## src/rtl/arb_pkg.sv

```systemverilog
// Shared types and helpers for the round-robin arbiter slice.
// Provides the arbiter state enum and an index-width helper.
package arb_pkg;

  typedef enum logic {
    IDLE,
    GRANT
  } arb_state_e;

  function automatic int id_w(input int n);
    return (n <= 1) ? 1 : $clog2(n);
  endfunction

endpackage

```

## src/rtl/rr_pick.sv

```systemverilog
// Combinational rotating-priority picker.
// Searches req & ~excl starting at ptr, wrapping modulo N.
module rr_pick
  import arb_pkg::*;
#(
  parameter int N  = 4,
  parameter int IW = id_w(N)
) (
  input  logic [N-1:0]  req,
  input  logic [IW-1:0] ptr,
  input  logic [N-1:0]  excl,
  output logic          found,
  output logic [N-1:0]  pick,
  output logic [IW-1:0] idx
);

  logic [N-1:0] cand;
  int           j;

  always_comb begin
    cand  = req & ~excl;
    found = 1'b0;
    pick  = '0;
    idx   = '0;
    j     = 0;
    for (int k = 0; k < N; k++) begin
      j = int'(ptr) + k;
      if (j >= N) j = j - N;
      if (!found && cand[j]) begin
        found   = 1'b1;
        pick[j] = 1'b1;
        idx     = IW'(j);
      end
    end
  end

endmodule

```

## src/rtl/rr_arbiter.sv

```systemverilog
// Round-robin arbiter with bounded hold time.
// Grants are registered; a hold expiry hands off and pulses preempt.
module rr_arbiter
  import arb_pkg::*;
#(
  parameter int NUM_AGENTS = 4,
  parameter int MAX_HOLD   = 8,
  parameter int ID_W       = id_w(NUM_AGENTS)
) (
  input  logic                  clk,
  input  logic                  reset,
  input  logic [NUM_AGENTS-1:0] req,
  output logic [NUM_AGENTS-1:0] gnt,
  output logic                  gnt_valid,
  output logic [ID_W-1:0]       gnt_id,
  output logic                  preempt
);

  localparam int HCW = id_w(MAX_HOLD + 1);
  localparam logic [HCW-1:0] HLAST =
    HCW'((MAX_HOLD == 0) ? 0 : MAX_HOLD - 1);
  localparam logic [ID_W-1:0] LAST_ID =
    ID_W'(NUM_AGENTS - 1);

  arb_state_e      state;
  logic [ID_W-1:0] ptr;
  logic [HCW-1:0]  hold_cnt;

  logic                  found;
  logic [NUM_AGENTS-1:0] pick;
  logic [ID_W-1:0]       idx;
  logic [ID_W-1:0]       nxt_ptr;
  logic                  owner_req;
  logic                  expire;

  // Excluding the current owner makes "found" mean "someone else waits".
  rr_pick #(
    .N  (NUM_AGENTS),
    .IW (ID_W)
  ) u_pick (
    .req   (req),
    .ptr   (ptr),
    .excl  (gnt),
    .found (found),
    .pick  (pick),
    .idx   (idx)
  );

  assign nxt_ptr   = (idx == LAST_ID) ? '0 : idx + 1'b1;
  assign owner_req = |(req & gnt);
  assign expire    = (MAX_HOLD != 0) && (hold_cnt == HLAST);

  always_ff @(posedge clk) begin
    if (reset) begin
      state     <= IDLE;
      gnt       <= '0;
      gnt_valid <= 1'b0;
      gnt_id    <= '0;
      preempt   <= 1'b0;
      ptr       <= '0;
      hold_cnt  <= '0;
    end else begin
      preempt <= 1'b0;
      unique case (state)
        IDLE: begin
          if (found) begin
            gnt       <= pick;
            gnt_valid <= 1'b1;
            gnt_id    <= idx;
            ptr       <= nxt_ptr;
            hold_cnt  <= '0;
            state     <= GRANT;
          end
        end
        GRANT: begin
          if (!owner_req || expire) begin
            hold_cnt <= '0;
            if (found) begin
              gnt       <= pick;
              gnt_valid <= 1'b1;
              gnt_id    <= idx;
              ptr       <= nxt_ptr;
              preempt   <= owner_req;
            end else if (!owner_req) begin
              gnt       <= '0;
              gnt_valid <= 1'b0;
              gnt_id    <= '0;
              state     <= IDLE;
            end
          end else if (MAX_HOLD != 0) begin
            hold_cnt <= hold_cnt + 1'b1;
          end
        end
        default: state <= IDLE;
      endcase
    end
  end

endmodule
```

## config.mk

```make
export PLATFORM = sky130hd
export DESIGN_NAME = rr_arbiter
export DESIGN_NICKNAME = d
export VERILOG_FILES = /design/src/rtl/arb_pkg.sv /design/src/rtl/rr_pick.sv /design/src/rtl/rr_arbiter.sv
export SDC_FILE = /design/constraint.sdc
export NUM_CORES = 1
export LEC_CHECK = 0
export ABC_CLOCK_PERIOD_IN_PS = 3000
export CELL_PAD_IN_SITES_DETAIL_PLACEMENT = 0
export CELL_PAD_IN_SITES_GLOBAL_PLACEMENT = 1
export CORE_MARGIN = 2
export CORE_UTILIZATION = 42
export DETAILED_ROUTE_END_ITERATION = 12
export GPL_ROUTABILITY_DRIVEN = 0
export PLACE_DENSITY = 0.89
export SLEW_MARGIN = 15
export SYNTH_ARGS = -nofsm -noshare
export SYNTH_HDL_FRONTEND = slang
export SYNTH_SLANG_ARGS = --single-unit
```

## constraint.sdc

```tcl
create_clock -name clk -period 3 [get_ports clk]
set_input_delay 0.3 -clock clk [delete_from_list [all_inputs] [get_ports clk]]
set_output_delay 0.3 -clock clk [all_outputs]
set_load 0.1 [all_outputs]
```

[Word level (Yosys, flattened, before mapping)]
Cells that the tools add are included.
Widths: inputs -> output; s select.
Cells by class
  $add $sub $neg: 9
  reductions and logical operators: 15
  order comparisons: 12
  mux-type cells: 63
  equality and inequality tests: 5
  bitwise logic cells: 9
Operators with widths (number)
  $ge 32x1->1 const B: 4
  $lt 32x4->1 const B: 4
  $mux 32: 4
  $ge 32x4->1 const B: 3
  $sub 32x4->32 const B: 3
  $mux 4: 10
  $mux 1: 24
  $mux 2: 11
  $pmux 4 s2: 2
  $or 4x4->4: 3
  $and 4x4->4: 2
  $bmux 1 s2: 4
  $demux 1 s2: 4
  $pmux 2 s2: 2
  $reduce_or 4->1: 2
  $logic_and 1x1->1: 7
  $add 2x2->3 const B: 2
  $add 4x1->4 const B: 1
  $eq 4x3->1 const B: 1
  $logic_not 1->1: 4
  $not 4->4: 1
  $pmux 1 s2: 2
  $sub 2x3->4 const B: 1
  $add 2x1->3 const B: 1
  other kinds (9): 11
Storage, ports and cells
  logic and storage cells: 120
  register bits after elaboration: 15
  input bits: 6
  output and inout port bits: 8

[Depth between registers and ports, before layout]
  depth in word-level cells: 20
  gate-level depth with buffers: 9
  depth with buffers taken out: 7

[Hierarchy]
A second synthesis with hierarchy kept.
Second synthesis, totals
  cells, all modules: 139
  area total of the unflattened synthesis: 1242.4 µm²
Modules (own cells, without submodules)
  rr_arbiter: area an instance 710.7 µm², instances 1, seq. area each 300.3 µm², cells an instance 75
  rr_pick: area an instance 531.8 µm², instances 1, seq. area each 0.0 µm², cells an instance 64

[Least setup slack after synthesis]
No wires, ideal clock.
  kind: register -> register
  from: register gnt[3]
  to: register ptr[0]
  required time: 2.884 ns
  cell stages (with the launch flop): 7
  clock period less this slack: 2.706 ns
  data arrival time: 2.590 ns
  path buffers: 1
  setup time: 0.116 ns
  setup slack: 0.294 ns
  cells stage by stage: dfxtp_1 and2b_1 mux4_2 buf_6 or3_4 a21o_1 and2_2
Between the ends
  word-level cells in the longest chain between the ends: 20
  elaborated cells on any way between the ends: 39
  classes of those cells: add/sub (1); eq/ne (2); mux (24); bitwise (3); reduce/logical (9)
RTL lines
  start: declaration: RTL line rr_arbiter.sv:13  | output logic [NUM_AGENTS-1:0] gnt,
  start signal: assignment: RTL line rr_arbiter.sv:67  | gnt <= pick;
  start signal: assignment: RTL line rr_arbiter.sv:79  | gnt <= pick;
  $not 4->4: RTL line rr_pick.sv:21  | cand = req & ~excl;
  $and 4x4->4: RTL line rr_pick.sv:21
  $bmux 1 s2: RTL line rr_pick.sv:29  | if (!found && cand[j]) begin
  $mux 1 (implied by the code) (2 in a row): RTL line rr_pick.sv:29
  $mux 1: RTL line rr_pick.sv:29
  $logic_not 1->1: RTL line rr_pick.sv:29
  $logic_and 1x1->1: RTL line rr_pick.sv:29
  $mux 1: RTL line rr_pick.sv:29
  (+3 left out)
  $logic_not 1->1: RTL line rr_pick.sv:29
  $logic_and 1x1->1: RTL line rr_pick.sv:29
  $mux 2: RTL line rr_pick.sv:29
  $add 2x1->2 or $eq 2x2->1 (tied branches): RTL line rr_arbiter.sv:49  | assign nxt_ptr = (idx == LAST_ID) ? '0 : idx + 1'b1;
  $mux 2: RTL line rr_arbiter.sv:49
  $mux 2: RTL line rr_arbiter.sv:66, rr_arbiter.sv:78
  $mux 2: RTL line rr_arbiter.sv:76  | if (!owner_req || expire) begin
  $pmux 2 s2: RTL line rr_arbiter.sv:64  | unique case (state)
  end signal: assignment: RTL line rr_arbiter.sv:70  | ptr <= nxt_ptr;
  end signal: assignment: RTL line rr_arbiter.sv:82  | ptr <= nxt_ptr;
  end: declaration: RTL line rr_arbiter.sv:26  | logic [ID_W-1:0] ptr;
Several ways; a longest one is shown, not always the timed one. The select of a mux whose other input is x is not followed.
A chain may end at the register's enable or synchronous reset.

[Worst setup path after layout]
  from: register ptr[0]
  to: register ptr[1]
Between the ends
  word-level cells in the longest chain between the ends: 20
  elaborated cells on any way between the ends: 47
  classes of those cells: add/sub (8); order compare (4); eq/ne (1); mux (28); reduce/logical (6)
RTL lines (RTL line)
  branches (longest 17 deep; another with $sub 32x4->32)
  $mux 2 (*): rr_arbiter.sv:66, rr_arbiter.sv:78
  $mux 2: rr_arbiter.sv:76
  $pmux 2 s2 (*): rr_arbiter.sv:64
Mark *: on every way between the ends. The select of a mux whose other input is x is not followed.

==> results.toml <==
[floorplanning]
die-area_sq_mm = 0.00339
fp.coreArea_sq_mm = 0.00278
pin_count = 14
fp-row-count = 19
die_h_um = 58.3
die_w_um = 58.3
start_util = 0.444

[critical_path]
crit_family = "compound AO/OA/AOI/OAI gates"
cp_max_fo = 11
critPathCaptureType = "flip-flop"
crit_arrival_ns = 2.70
r2r_slack_ns = 0.49
crit_chain = "inv_1, ha_1, mux4_2, a211oi_1, a311oi_1, or2_1, a311oi_1"
setup.worst_path.class = "reg2reg"
start_kind = "flip-flop"
r2r_cells = 7
startpoint = "ptr[0]$_SDFFE_PP0P_"
crit_buf_inv = 1
cpMostUsedCell = "a311oi_1"
crit_end = "ptr[1]$_SDFFE_PP0P_"
slowest_delay_ns = 0.54
r2r_end = "ptr[1]$_SDFFE_PP0P_"
worst-path-stages = 7
r2r_start = "ptr[0]$_SDFFE_PP0P_"
slowest_stage = "ha_1"
worstPathRequired_ns = 3.19

[detailed_routing]
route.antenna.remaining_nets = 0
highest_layer = "met4"
dr.pass1.iters = 4
wl_met3_um = 65
route.met2.wl_mm = 1.44
drt_wl_total_mm = 2.79
drt_iter0_markers = 47
met1Wirelength_mm = 1.23
viasPerCell = 6.21
drc = 0
route.detailed.wl_per_inst_um = 15.3
vias = 1136

[clock_network]
ctsHoldBuffers = 0
root_buffer = "clkbuf_4"
insertion_delay_ns = 0.28
cts_tree = "done"
numCtsBuffers = 3
cts_setup_buffers = 0
htree_levels = 1
cts_resized = 0
cts_sinks = 15
clk_pin_slew_ns = 0.09
cts_buffer_depth = 2

[yosys]
avgSynthCellArea_sq_um = 8.83
synthArstFlopShare = 0
yosysWarnings = 0
syn_nets = 155
yosysUniqueCellTypes = 42
synth_top_area_frac = 0.243
ys_ff_latch = 15
syn_area_sq_mm = 0.00124
synthTopCellsByArea = "dfxtp_1 (24%), ha_1 (9.1%), a311oi_1 (5.7%)"
synth-main-ff-cell = "dfxtp_1"
yosysSeqAreaShare = 0.243
netlist_instances = 140
synth_edf_count = 0
synth_area_leader_cell = "dfxtp_1"

[layout]
layout_commonest_cell = "dfxtp_1"
fillers = 265
most-common-layout-cells = "dfxtp_1 (15), a21oi_1 (12), nand2_1 (11), ha_1 (9)"
nNetsFinal = 168
area_growth_pct = 11.1
antennaDiodeCount = 0
layout-drive-gt1-share = 0.191
final_util = 0.494

[sta]
timing.final.crit_period_ns = 2.51
slew_violations = 0
final.setup.tns_ns = 0
slew_headroom = 0.355
hold_viol_final = 0
setup_violations = 0
worst_pin_slew_ns = 0.964
rsz0062_at_grt = "no"
whs_ns = 0.477
period_share = 0.838
max_freq_ghz = 0.398
finClkSkew_ns = 0.00390

[placed_design]
numPortBuffers = 13
dpl.hpwl_mm = 2.11

[min_path]
min_path_type = "reg2reg"

[pwr]
power.ir.vdd_worst_uv = 566
powerDensity_mw_per_mm2 = 1050
cellLeakagePower_nw = 0.519

[global_routing]
grt_pass1_wl_mm = 4.60
antenna_found_initial = 0
track_usage = 0.171
grt_max_degree = 21
grt_pass1_vias = 1043
gr-total-overflow = 0

[flow_run]
maxCapViolations = 0

[outcome]
status = "finished, final reports clean"
## cells in the mapped netlist, drive strengths merged, types with 3 or more instances
library cell  instances
mux4                  4
nor2                  4
inv                   4
dfxtp                15
buf                   6
a21oi                13
a22oi                 5
nor2b                 3
and3                  3
o21ai                 6
nand3                 4
a311oi                8
nand2                11
ha                    9
a21boi                4
nand2b                3
nor3                  5
or2                   7
a31oi                 4
## layout make-up
| cell class | instances | area (sq um) | area share |
|---|---|---|---|
| sequential | 15 | 300 | 0.219 |
| clock buffer | 3 | 22.5 | 0.0164 |
| multi-input combinational | 113 | 852 | 0.620 |
| inverter | 4 | 15.0 | 0.0109 |
| timing repair buffer | 16 | 140 | 0.102 |
| clock inverter | 1 | 5.00 | 0.00364 |
| tap | 31 | 38.8 | 0.0282 |
## how the worst min path moves through the flow
stage	from	end	slack [ns]	depth (start not counted)
finish	gnt_valid$_SDFFE_PP0P_	gnt_valid$_SDFFE_PP0P_	0.48	2
global route	gnt_valid$_SDFFE_PP0P_	gnt_valid$_SDFFE_PP0P_	0.52	2
CTS	gnt_valid$_SDFFE_PP0P_	gnt_valid$_SDFFE_PP0P_	0.48	2
detailed placement	gnt_valid$_SDFFE_PP0P_	gnt_valid$_SDFFE_PP0P_	0.46	2
global placement	gnt_id[0]$_SDFFE_PP0P_	gnt_id[0]$_SDFFE_PP0P_	0.46	2
floorplan	reset	gnt[2]$_SDFFE_PP0P_	0.37	1
## worst min-delay path, cell delays in order (launching register included)
cell and delay (ns):
dfxtp_1 0.33, nand2_1 0.05, a21oi_1 0.06
## cells by family (layout without fill, tap and decap cells)
| kind of cell | count (synthesis) | in the layout | share of synthesized area |
|---|---|---|---|
| AO/OA/AOI/OAI | 49 | 49 | 0.274 |
| AND/OR/NAND/NOR | 49 | 49 | 0.232 |
| flip-flops | 15 | 15 | 0.243 |
| buffers and inverters | 12 | 24 | 0.0678 |
| adder cells (fa/ha/maj) | 9 | 9 | 0.0911 |
| multiplexers | 6 | 6 | 0.0921 |
## power by group
part	internal, mW	switching [mW]	total, mW
Clock	0.0495	0.0664	0.116
Sequential	0.249	0.0482	0.297
Combinational	0.370	0.659	1.03
## stage by stage
stage               setup WS (ns)  std cells  cell area (sq um)  power (mW)
floorplan                   0.294        140               1240        1.15
global placement            0.395        179               1350        1.31
detailed placement          0.332        179               1350        1.32
CTS                         0.514        183               1370        1.44
global route                0.345        183               1370        1.55
finish                      0.487        183               1370        1.44
## sequential cells by signal, summed over array words and instances, names as in the netlist
name	cells
gnt	4
ptr	2
state	1
gnt_valid	1
gnt_id	2
hold_cnt	4
preempt	1
## per-layer routing
metal  global-route usage  vias to the layer above
met5                    0                        -
met4               0.0997                        0
met3               0.0112                        6
met2                0.284                       30
met1                0.219                      537
li1                     -                      563
Note: power is estimated with default switching activity, not from simulation.
